--- src/rtl/div_unit_pkg.sv ---
// Shared types for the divide issue/execute unit: FSM states, result-queue entry
// layout and flag bit positions. Entry fields are sized for the widest supported build.
package div_unit_pkg;

  typedef enum logic [1:0] {
    IDLE,
    CALC,
    FIX
  } div_state_e;

  localparam int DIV_VAL_W_MAX = 128;
  localparam int DIV_CMD_W_MAX = 32;
  localparam int DIV_TAG_W_MAX = 16;
  localparam int DIV_FLAGS_W   = 4;

  localparam int DIV_FLAG_DZ = 0;

  // Narrower configurations leave the upper bits of each field at zero.
  typedef struct packed {
    logic [DIV_VAL_W_MAX-1:0] val;
    logic [DIV_CMD_W_MAX-1:0] cmd;
    logic [DIV_TAG_W_MAX-1:0] tag;
    logic [DIV_FLAGS_W-1:0]   flags;
  } div_entry_t;

endpackage

--- src/rtl/div_result_fifo.sv ---
// Small circular result queue: push/pop in the same cycle keeps the count, flush empties it.
// The head reads as zero while the queue is empty.
module div_result_fifo #(
  parameter int DEPTH = 2,
  parameter int DW    = 8
) (
  input  logic                       clk_i,
  input  logic                       reset_n_i,
  input  logic                       flush_i,
  input  logic                       push_i,
  input  logic                       pop_i,
  input  logic [DW-1:0]              wdata_i,
  output logic [DW-1:0]              rdata_o,
  output logic [$clog2(DEPTH+1)-1:0] count_o
);

  localparam int CW = $clog2(DEPTH + 1);
  localparam int PW = (DEPTH > 1) ? $clog2(DEPTH) : 1;

  logic [DW-1:0] mem_q [DEPTH];
  logic [PW-1:0] wr_q, wr_d, rd_q, rd_d;
  logic [CW-1:0] cnt_q, cnt_d;
  logic          do_push, do_pop;

  function automatic logic [PW-1:0] ptr_inc(input logic [PW-1:0] p);
    return (p == PW'(DEPTH - 1)) ? '0 : p + PW'(1);
  endfunction

  assign do_pop  = pop_i & (cnt_q != '0);
  assign do_push = push_i & ((cnt_q != CW'(DEPTH)) | do_pop);

  always_comb begin
    wr_d  = wr_q;
    rd_d  = rd_q;
    cnt_d = cnt_q;
    if (do_push) wr_d = ptr_inc(wr_q);
    if (do_pop)  rd_d = ptr_inc(rd_q);
    case ({do_push, do_pop})
      2'b10:   cnt_d = cnt_q + CW'(1);
      2'b01:   cnt_d = cnt_q - CW'(1);
      default: cnt_d = cnt_q;
    endcase
    if (flush_i) begin
      wr_d  = '0;
      rd_d  = '0;
      cnt_d = '0;
    end
  end

  always_ff @(posedge clk_i or negedge reset_n_i) begin
    if (!reset_n_i) begin
      wr_q  <= '0;
      rd_q  <= '0;
      cnt_q <= '0;
      for (int i = 0; i < DEPTH; i++) mem_q[i] <= '0;
    end else begin
      wr_q  <= wr_d;
      rd_q  <= rd_d;
      cnt_q <= cnt_d;
      if (do_push && !flush_i) mem_q[wr_q] <= wdata_i;
    end
  end

  assign rdata_o = (cnt_q != '0) ? mem_q[rd_q] : '0;
  assign count_o = cnt_q;

endmodule

--- src/rtl/issue_exec_div_unit.sv ---
// Radix-2 restoring divide issue/execute stage (signed/unsigned, quotient/remainder)
// with a result queue. Optional DIV_FAST_PATH_EN skips iteration for trivial operands.
module issue_exec_div_unit
  import div_unit_pkg::*;
#(
  parameter  int WIDTH          = 64,
  parameter  int ROBsize        = 16,
  parameter  int CMD_W          = 10,
  parameter  int OUT_DEPTH      = 2,
  parameter  int CMD_SIGNED_BIT = 0,
  parameter  int CMD_REM_BIT    = 1,
  localparam int TAG_W          = $clog2(ROBsize + 1)
) (
  input  logic             clk_i,
  input  logic             reset_n_i,
  input  logic             flush_i,
  input  logic [WIDTH-1:0] reservationStationVal1_i,
  input  logic [WIDTH-1:0] reservationStationVal2_i,
  input  logic [CMD_W-1:0] reservationStationCommands_i,
  input  logic [TAG_W-1:0] reservationStationTag_i,
  input  logic             readyRS_i,
  output logic             stallRS_o,
  input  logic             canGo_i,
  output logic [WIDTH-1:0] executeVal_o,
  output logic [CMD_W-1:0] executeCommands_o,
  output logic [TAG_W-1:0] executeTag_o,
  output logic [3:0]       executeFlags_o,
  output logic             valid_o
);

  localparam int CNT_W  = $clog2(WIDTH + 1);
  localparam int QCNT_W = $clog2(OUT_DEPTH + 1);

  div_state_e       state_q, state_d;
  logic [CNT_W-1:0] cnt_q, cnt_d;
  logic [WIDTH-1:0] rem_q, rem_d, quo_q, quo_d, dvs_q, dvs_d;
  logic [CMD_W-1:0] cmd_q, cmd_d;
  logic [TAG_W-1:0] tag_q, tag_d;
  logic             q_neg_q, q_neg_d, r_neg_q, r_neg_d, dz_q, dz_d;

  logic              op_signed, a_neg, b_neg, accept, push, pop;
  logic [WIDTH-1:0]  a_abs, b_abs, q_fix, r_fix;
  logic [WIDTH:0]    rem_shift, rem_diff;
  logic [QCNT_W-1:0] fifo_count;
  div_entry_t        push_entry, head;
  logic              unused_head_bits;

  assign op_signed = reservationStationCommands_i[CMD_SIGNED_BIT];
  assign a_neg     = op_signed & reservationStationVal1_i[WIDTH-1];
  assign b_neg     = op_signed & reservationStationVal2_i[WIDTH-1];
  assign a_abs     = a_neg ? -reservationStationVal1_i : reservationStationVal1_i;
  assign b_abs     = b_neg ? -reservationStationVal2_i : reservationStationVal2_i;

  assign accept    = readyRS_i & (state_q == IDLE) & (fifo_count < QCNT_W'(OUT_DEPTH)) & ~flush_i;
  assign stallRS_o = ~accept;
  assign valid_o   = (fifo_count != '0);
  assign pop       = canGo_i & valid_o;

  // quo_q doubles as the dividend shift register: dividend bits leave the top as quotient bits enter.
  assign rem_shift = {rem_q, quo_q[WIDTH-1]};
  assign rem_diff  = rem_shift - {1'b0, dvs_q};

`ifdef DIV_FAST_PATH_EN
  logic min_neg1, fast_path;
  assign min_neg1  = op_signed & (reservationStationVal1_i == {1'b1, {(WIDTH-1){1'b0}}})
                   & (&reservationStationVal2_i);
  assign fast_path = (reservationStationVal2_i == '0) | min_neg1 | (a_abs < b_abs);
`endif

  always_comb begin
    state_d = state_q;
    cnt_d   = cnt_q;
    rem_d   = rem_q;
    quo_d   = quo_q;
    dvs_d   = dvs_q;
    cmd_d   = cmd_q;
    tag_d   = tag_q;
    q_neg_d = q_neg_q;
    r_neg_d = r_neg_q;
    dz_d    = dz_q;
    push    = 1'b0;
    case (state_q)
      IDLE: begin
        if (accept) begin
          cnt_d   = CNT_W'(WIDTH);
          rem_d   = '0;
          quo_d   = a_abs;
          dvs_d   = b_abs;
          cmd_d   = reservationStationCommands_i;
          tag_d   = reservationStationTag_i;
          q_neg_d = a_neg ^ b_neg;
          r_neg_d = a_neg;
          dz_d    = (reservationStationVal2_i == '0);
          state_d = CALC;
`ifdef DIV_FAST_PATH_EN
          if (fast_path) begin
            quo_d   = (reservationStationVal2_i == '0) ? '1 : (min_neg1 ? a_abs : '0);
            rem_d   = min_neg1 ? '0 : a_abs;
            state_d = FIX;
          end
`endif
        end
      end
      CALC: begin
        rem_d = rem_diff[WIDTH] ? rem_shift[WIDTH-1:0] : rem_diff[WIDTH-1:0];
        quo_d = {quo_q[WIDTH-2:0], ~rem_diff[WIDTH]};
        cnt_d = cnt_q - CNT_W'(1);
        if (cnt_q == CNT_W'(1)) state_d = FIX;
      end
      FIX: begin
        push    = 1'b1;
        state_d = IDLE;
      end
      default: state_d = IDLE;
    endcase
    if (flush_i) begin
      state_d = IDLE;
      push    = 1'b0;
    end
  end

  always_comb begin
    q_fix = dz_q ? '1 : (q_neg_q ? -quo_q : quo_q);
    r_fix = r_neg_q ? -rem_q : rem_q;
    push_entry                    = '0;
    push_entry.val                = DIV_VAL_W_MAX'(cmd_q[CMD_REM_BIT] ? r_fix : q_fix);
    push_entry.cmd                = DIV_CMD_W_MAX'(cmd_q);
    push_entry.tag                = DIV_TAG_W_MAX'(tag_q);
    push_entry.flags[DIV_FLAG_DZ] = dz_q;
  end

  always_ff @(posedge clk_i or negedge reset_n_i) begin
    if (!reset_n_i) begin
      state_q <= IDLE;
      cnt_q   <= '0;
      rem_q   <= '0;
      quo_q   <= '0;
      dvs_q   <= '0;
      cmd_q   <= '0;
      tag_q   <= '0;
      q_neg_q <= 1'b0;
      r_neg_q <= 1'b0;
      dz_q    <= 1'b0;
    end else begin
      state_q <= state_d;
      cnt_q   <= cnt_d;
      rem_q   <= rem_d;
      quo_q   <= quo_d;
      dvs_q   <= dvs_d;
      cmd_q   <= cmd_d;
      tag_q   <= tag_d;
      q_neg_q <= q_neg_d;
      r_neg_q <= r_neg_d;
      dz_q    <= dz_d;
    end
  end

  div_result_fifo #(
    .DEPTH(OUT_DEPTH),
    .DW   ($bits(div_entry_t))
  ) u_fifo (
    .clk_i    (clk_i),
    .reset_n_i(reset_n_i),
    .flush_i  (flush_i),
    .push_i   (push),
    .pop_i    (pop),
    .wdata_i  (push_entry),
    .rdata_o  (head),
    .count_o  (fifo_count)
  );

  assign executeVal_o      = head.val[WIDTH-1:0];
  assign executeCommands_o = head.cmd[CMD_W-1:0];
  assign executeTag_o      = head.tag[TAG_W-1:0];
  assign executeFlags_o    = head.flags;
  assign unused_head_bits  = ^head;

endmodule
--- config.mk ---
export PLATFORM = sky130hd
export DESIGN_NAME = issue_exec_div_unit
export DESIGN_NICKNAME = d
export VERILOG_FILES = /design/src/rtl/div_unit_pkg.sv /design/src/rtl/div_result_fifo.sv /design/src/rtl/issue_exec_div_unit.sv
export SDC_FILE = /design/constraint.sdc
export NUM_CORES = 1
export LEC_CHECK = 0
export CAP_MARGIN = 15
export CORE_MARGIN = 2
export CORE_UTILIZATION = 35
export CTS_CLUSTER_SIZE = 10
export DETAILED_ROUTE_END_ITERATION = 6
export DONT_BUFFER_PORTS = 1
export PLACE_DENSITY = 0.58
export SLEW_MARGIN = 20
export SYNTH_ARGS = -nofsm -noshare
export SYNTH_HDL_FRONTEND = slang
export SYNTH_HIERARCHICAL = 1
export SYNTH_SLANG_ARGS = --single-unit
--- constraint.sdc ---
create_clock -name clk_i -period 7.8 [get_ports clk_i]
set_clock_uncertainty 0.05 [all_clocks]
set_input_delay 1.56 -clock clk_i [delete_from_list [all_inputs] [get_ports clk_i]]
set_output_delay 1.56 -clock clk_i [all_outputs]
set_load 0.02 [all_outputs]
**After elaboration in Yosys (flattened, before gate mapping)**

Cells that the tools add are included.
Widths: inputs -> output; s select.

- Memories kept: 0
- RAM bits: 0
- Output and inout bits: 85
- Bits in latches: 0
- Memory bits (read-only): 0
- Word-level logic and storage cells: 100
- Bits in registers: 583

- Equality and inequality tests: 9
- Magnitude comparators: 4
- Muxes and demuxes: 34
- Shift-type cells: 0
- Div/mod/pow operators: 0
- Add/sub/neg operators: 10
- Bitwise gates (word level): 15
- $mul: 0
- Reduce and logical (&&, ||, !) cells: 13

Operator list:

| operator | count |
|---|---|
| $mux 64 | 9 |
| $mux 116 | 4 |
| $bwmux 360 | 1 |
| $neg 64->64 | 4 |
| $pmux 64 s2 | 2 |
| $demux 180 s1 | 1 |
| $mux 180 | 1 |
| $sub 65x64->65 | 1 |
| $logic_not 64->1 | 1 |
| $pmux 7 s2 | 1 |
| $and 1x1->1 | 8 |
| $mux 1 | 8 |
| $mux 2 | 4 |
| $pmux 2 s2 | 2 |
| $reduce_bool 2->1 | 4 |
| $eq 7x1->1 const B | 1 |
| $mux 7 | 1 |
| $sub 7x1->7 const B | 1 |
| $ne 3x3->1 const B | 2 |
| $reduce_and 2->1 | 3 |
| $eq 2x1->1 const B | 2 |
| $eq 2x2->1 const B | 2 |
| $ge 2x2->1 const B | 2 |
| $ne 2x2->1 const B | 2 |
| other kinds (13) | 18 |

**Depth between registers and ports, before layout**

- Word-level depth: 8
- Gate-level depth with buffers: 15

**By module**

The synthesis kept the hierarchy.

Modules (own cells, without submodules):

| module | instances | sequential area each (um^2) | area each (um^2) | cells each |
|---|---|---|---|---|
| issue_exec_div_unit | 1 | 5480.3 | 18587.8 | 2380 |
| div_result_fifo | 1 | 9108.7 | 16654.7 | 1186 |

**Least setup slack after synthesis**

No wires, ideal clock.

- Path type: input-to-output
- Start point: input port flush_i
- End point: output port stallRS_o
- Slack: 3.000 ns
- Buffers on the path: 5
- Data arrival time: 3.190 ns
- Stages on the path: 8
- Cells stage by stage: nor2_1 and3_1 clkbuf_1 inv_1 clkbuf_1 clkbuf_1 clkbuf_1 buf_1

- Longest elaborated chain between the ends: 3

Ends and longest elaborated chain:

| what | line | text |
|---|---|---|
| start: declaration | issue_exec_div_unit.sv:16 | `input logic flush_i,` |
| $not 1->1 | issue_exec_div_unit.sv:54 | `assign accept = readyRS_i & (state_q == IDLE) & (fifo_count < QCNT_W'(OUT_DEPTH)) & ~flush_i;` |
| $and 1x1->1 | issue_exec_div_unit.sv:54 |  |
| $not 1->1 | issue_exec_div_unit.sv:55 | `assign stallRS_o = ~accept;` |
| end: declaration | issue_exec_div_unit.sv:22 | `output logic stallRS_o,` |

No other way between the ends.

**Worst setup path after layout**

- Start point: register quo_q[63]
- End point: register rem_q[40]

- Longest elaborated chain between the ends: 3

Ends and longest elaborated chain:

| what | line | text |
|---|---|---|
| start: declaration | issue_exec_div_unit.sv:36 | `logic [WIDTH-1:0] rem_q, rem_d, quo_q, quo_d, dvs_q, dvs_d;` |
| start signal: assignment | issue_exec_div_unit.sv:148 | `quo_q <= quo_d;` |
| $sub 65x64->65 | issue_exec_div_unit.sv:61 | `assign rem_diff = rem_shift - {1'b0, dvs_q};` |
| $mux 64 | issue_exec_div_unit.sv:105 | `rem_d = rem_diff[WIDTH] ? rem_shift[WIDTH-1:0] : rem_diff[WIDTH-1:0];` |
| $pmux 64 s2 | issue_exec_div_unit.sv:82 | `case (state_q)` |
| end signal: assignment | issue_exec_div_unit.sv:147 | `rem_q <= rem_d;` |
| end: declaration | issue_exec_div_unit.sv:36 |  |

No other way between the ends.
A chain may end at the register's enable or synchronous reset.

==> results.toml <==
[route]
drt-total-wl_um = 80500
drc = 0
dr.pass1.iters = 5
viasPerCell = 5.60
drt_iter0_drc = 1622
wl_per_cell_um = 21.0
vias = 21486
ant_nets = 0

[timing]
fin_ws_ps = 2950
relSlewSlack_pct = 24.3
worst_pin_slew_ps = 1130
post-route-period-util_pct = 62.2
hold_viol = 0
fin_setup_tns_ps = 0
fmax_mhz = 206
setup_viol = 0
slew_viol_final = 0
fin_crit_ps = 4850
rsz0062_at_grt = "false"

[worst_setup_path]
crit_end = "rem_q[40]$_DFFE_PN0P_"
crit_arrival_ps = 5280
r2r_end = "rem_q[40]$_DFFE_PN0P_"
start_kind = "flop"
cp.required_ps = 8230
critPathBufInv = 2
reg2reg_slack_ps = 2950
crit_start = "quo_q[63]$_DFFE_PN0P_"
max_stage_delay_ps = 650
r2r_cells = 14
cp_max_fo = 70
cp_top_family = "compound AO/OA/AOI/OAI gates"
cp_slowest_cell = "buf_4"
path_class = "reg2reg"
r2r_start = "quo_q[63]$_DFFE_PN0P_"
crit_chain = "inv_1 -> ha_1 -> fa_1 -> nand2b_1 -> a21oi_1 -> o2111ai_1 -> a2111oi_0 -> nor2_1 -> a21oi_1 -> o21ai_0 -> nand3_2 -> buf_4 -> o21ai_0 -> a22o_1"
end_kind = "flop"
path_depth = 14

[grt]
grt_pass1_vias = 20458
grt_pass1_wl_um = 124000
gr-total-overflow = 0
antenna_found_initial = 0
track_usage_pct = 20.3
grt_max_degree = 390

[clock_network]
post_cts_buffers = 0
clockBufferDepth = 3
clk_latency_ps = 610
cts-buffers-inserted = 48
cts_resized = 0
clock-sinks = 389
clk_pin_slew_worst_paths_ps = 60
htree_levels = 2
clock-root-buffer = "clkbuf_16"
postCtsHoldBufs = 0
cts_tree = "done"

[power]
irDropWorstVdd_mv = 0.171
swShare_pct = 45.4
leakagePower_nw = 12.2
comb_power_share_pct = 48.9
cellInternalPower_mw = 5.69
power_switching_mw = 4.74
power_density_nw_per_um2 = 365
power.share.sequential_pct = 30.2
power_frac_clock_pct = 20.9

[layout]
fin_util_pct = 38.2
drive_above_1_share_pct = 10.3
area_growth_pct = 7.99
nNetsFinal = 3060

[placement]
hpwl_um = 59100
globalplace.congestion = 0.895
portBuffers = 0
pre_cts_ws_ps = 2310

[floorplanning]
io_pins = 233
die_w_um = 279
initial_core_util_pct = 35.4
die_y_um = 279
num_rows = 100
dieArea_um2 = 77800
coreArea_um2 = 74700

[logic_synthesis]
syn_inst = 2959
netlist_area_um2 = 26500
yosysWarnings = 6
syn_area_per_cell_um2 = 8.94

[job]
maxCapViolCount = 0

[run_status]
status = "complete, no violations"

[hold_path]
hold_path_class = "reg2reg"
metrics by stage:
step	cells	power [mW]	hold slack (ps)	area [um2]
2_1_floorplan	2964	6.74	394	26500
3_3_place_gp	3760	8.18	411	27100
3_5_place_dp	3760	8.19	418	27100
4_1_cts	3836	10.4	425	28600
5_1_grt	3836	11.2	439	28600
6_report	3837	10.4	424	28600
cell usage in the layout (no fill, tap or decap), types with 11 or more instances in the layout:
cell type  count
a21o_1        26
a21oi_1      171
a22o_1        11
a22oi_1      126
a31oi_1       16
and3_1        18
buf_4         26
clkbuf_1      13
clkbuf_16     49
dfrtp_1      385
ha_1          70
inv_1         99
mux2_2       130
mux2_4        37
mux2i_1       98
nand2_1      304
nand2b_1      28
nand3_1       34
nand4_1       27
nor2_1       214
nor2b_1       12
nor3_1        43
nor4_1        27
o21ai_0      296
o21bai_1      14
o31ai_1       54
o41ai_1       35
or2_2         14
or3_1         37
or4_1         23
xnor2_1       97
xor2_1       210
sequential cells by signal, indices dropped and copies added, names as in the netlist, 2 cells and up:
name,cells
cmd_q,10
cnt_q,7
dvs_q,64
quo_q,64
rem_q,64
state_q,2
tag_q,5
u_fifo/count_o,2
u_fifo/mem_q,166
worst min path at each step:
stage / start / endpoint / cells after the start
CTS: cnt_q[6]$_DFFE_PN0P_ / cnt_q[6]$_DFFE_PN0P_ / 1
global placement: dvs_q[27]$_DFFE_PN0P_ / dvs_q[27]$_DFFE_PN0P_ / 2
finish: cnt_q[6]$_DFFE_PN0P_ / cnt_q[6]$_DFFE_PN0P_ / 1
global route: cnt_q[6]$_DFFE_PN0P_ / cnt_q[6]$_DFFE_PN0P_ / 1
detailed placement: cnt_q[6]$_DFFE_PN0P_ / cnt_q[6]$_DFFE_PN0P_ / 1
floorplan: cnt_q[6]$_DFFE_PN0P_ / cnt_q[6]$_DFFE_PN0P_ / 1
power by group through the flow:
| stage | Combinational, mW | Clock, mW | Sequential (mW) |
|---|---|---|---|
| global placement | 5.02 | 0 | 3.16 |
| finish | 5.10 | 2.19 | 3.15 |
| floorplan | 3.86 | 0 | 2.88 |
| detailed placement | 5.03 | 0 | 3.17 |
| CTS | 5.05 | 2.24 | 3.13 |
| global route | 5.69 | 2.32 | 3.23 |
worst register-to-register path: cells and delay by family (launching register included):
family,cells,cell delay [ps]
compound gates,7,2070
fa+ha+maj,2,630
buf+inv,2,750
flops,1,410
simple gates,3,820
metal layers:
metal,vias up,routed length [um],GRT usage [%]
met5,-,0,0
met4,0,1920,5.06
met3,99,5250,4.25
met2,559,34400,30.3
met1,10484,38900,29.8
li1,10344,-,-
cell type report:
cell class | count | area (um2)
Antenna cell | 1 | 2.50
Clock buffer | 71 | 1400
Clock inverter | 5 | 105
Fill cell | 7527 | 46100
Inverter | 100 | 380
Multi-Input combinational cell | 2276 | 15500
Sequential cell | 389 | 9740
Tap cell | 969 | 1210
Timing Repair Buffer | 26 | 195
Note: power is estimated with default switching activity, not from simulation.
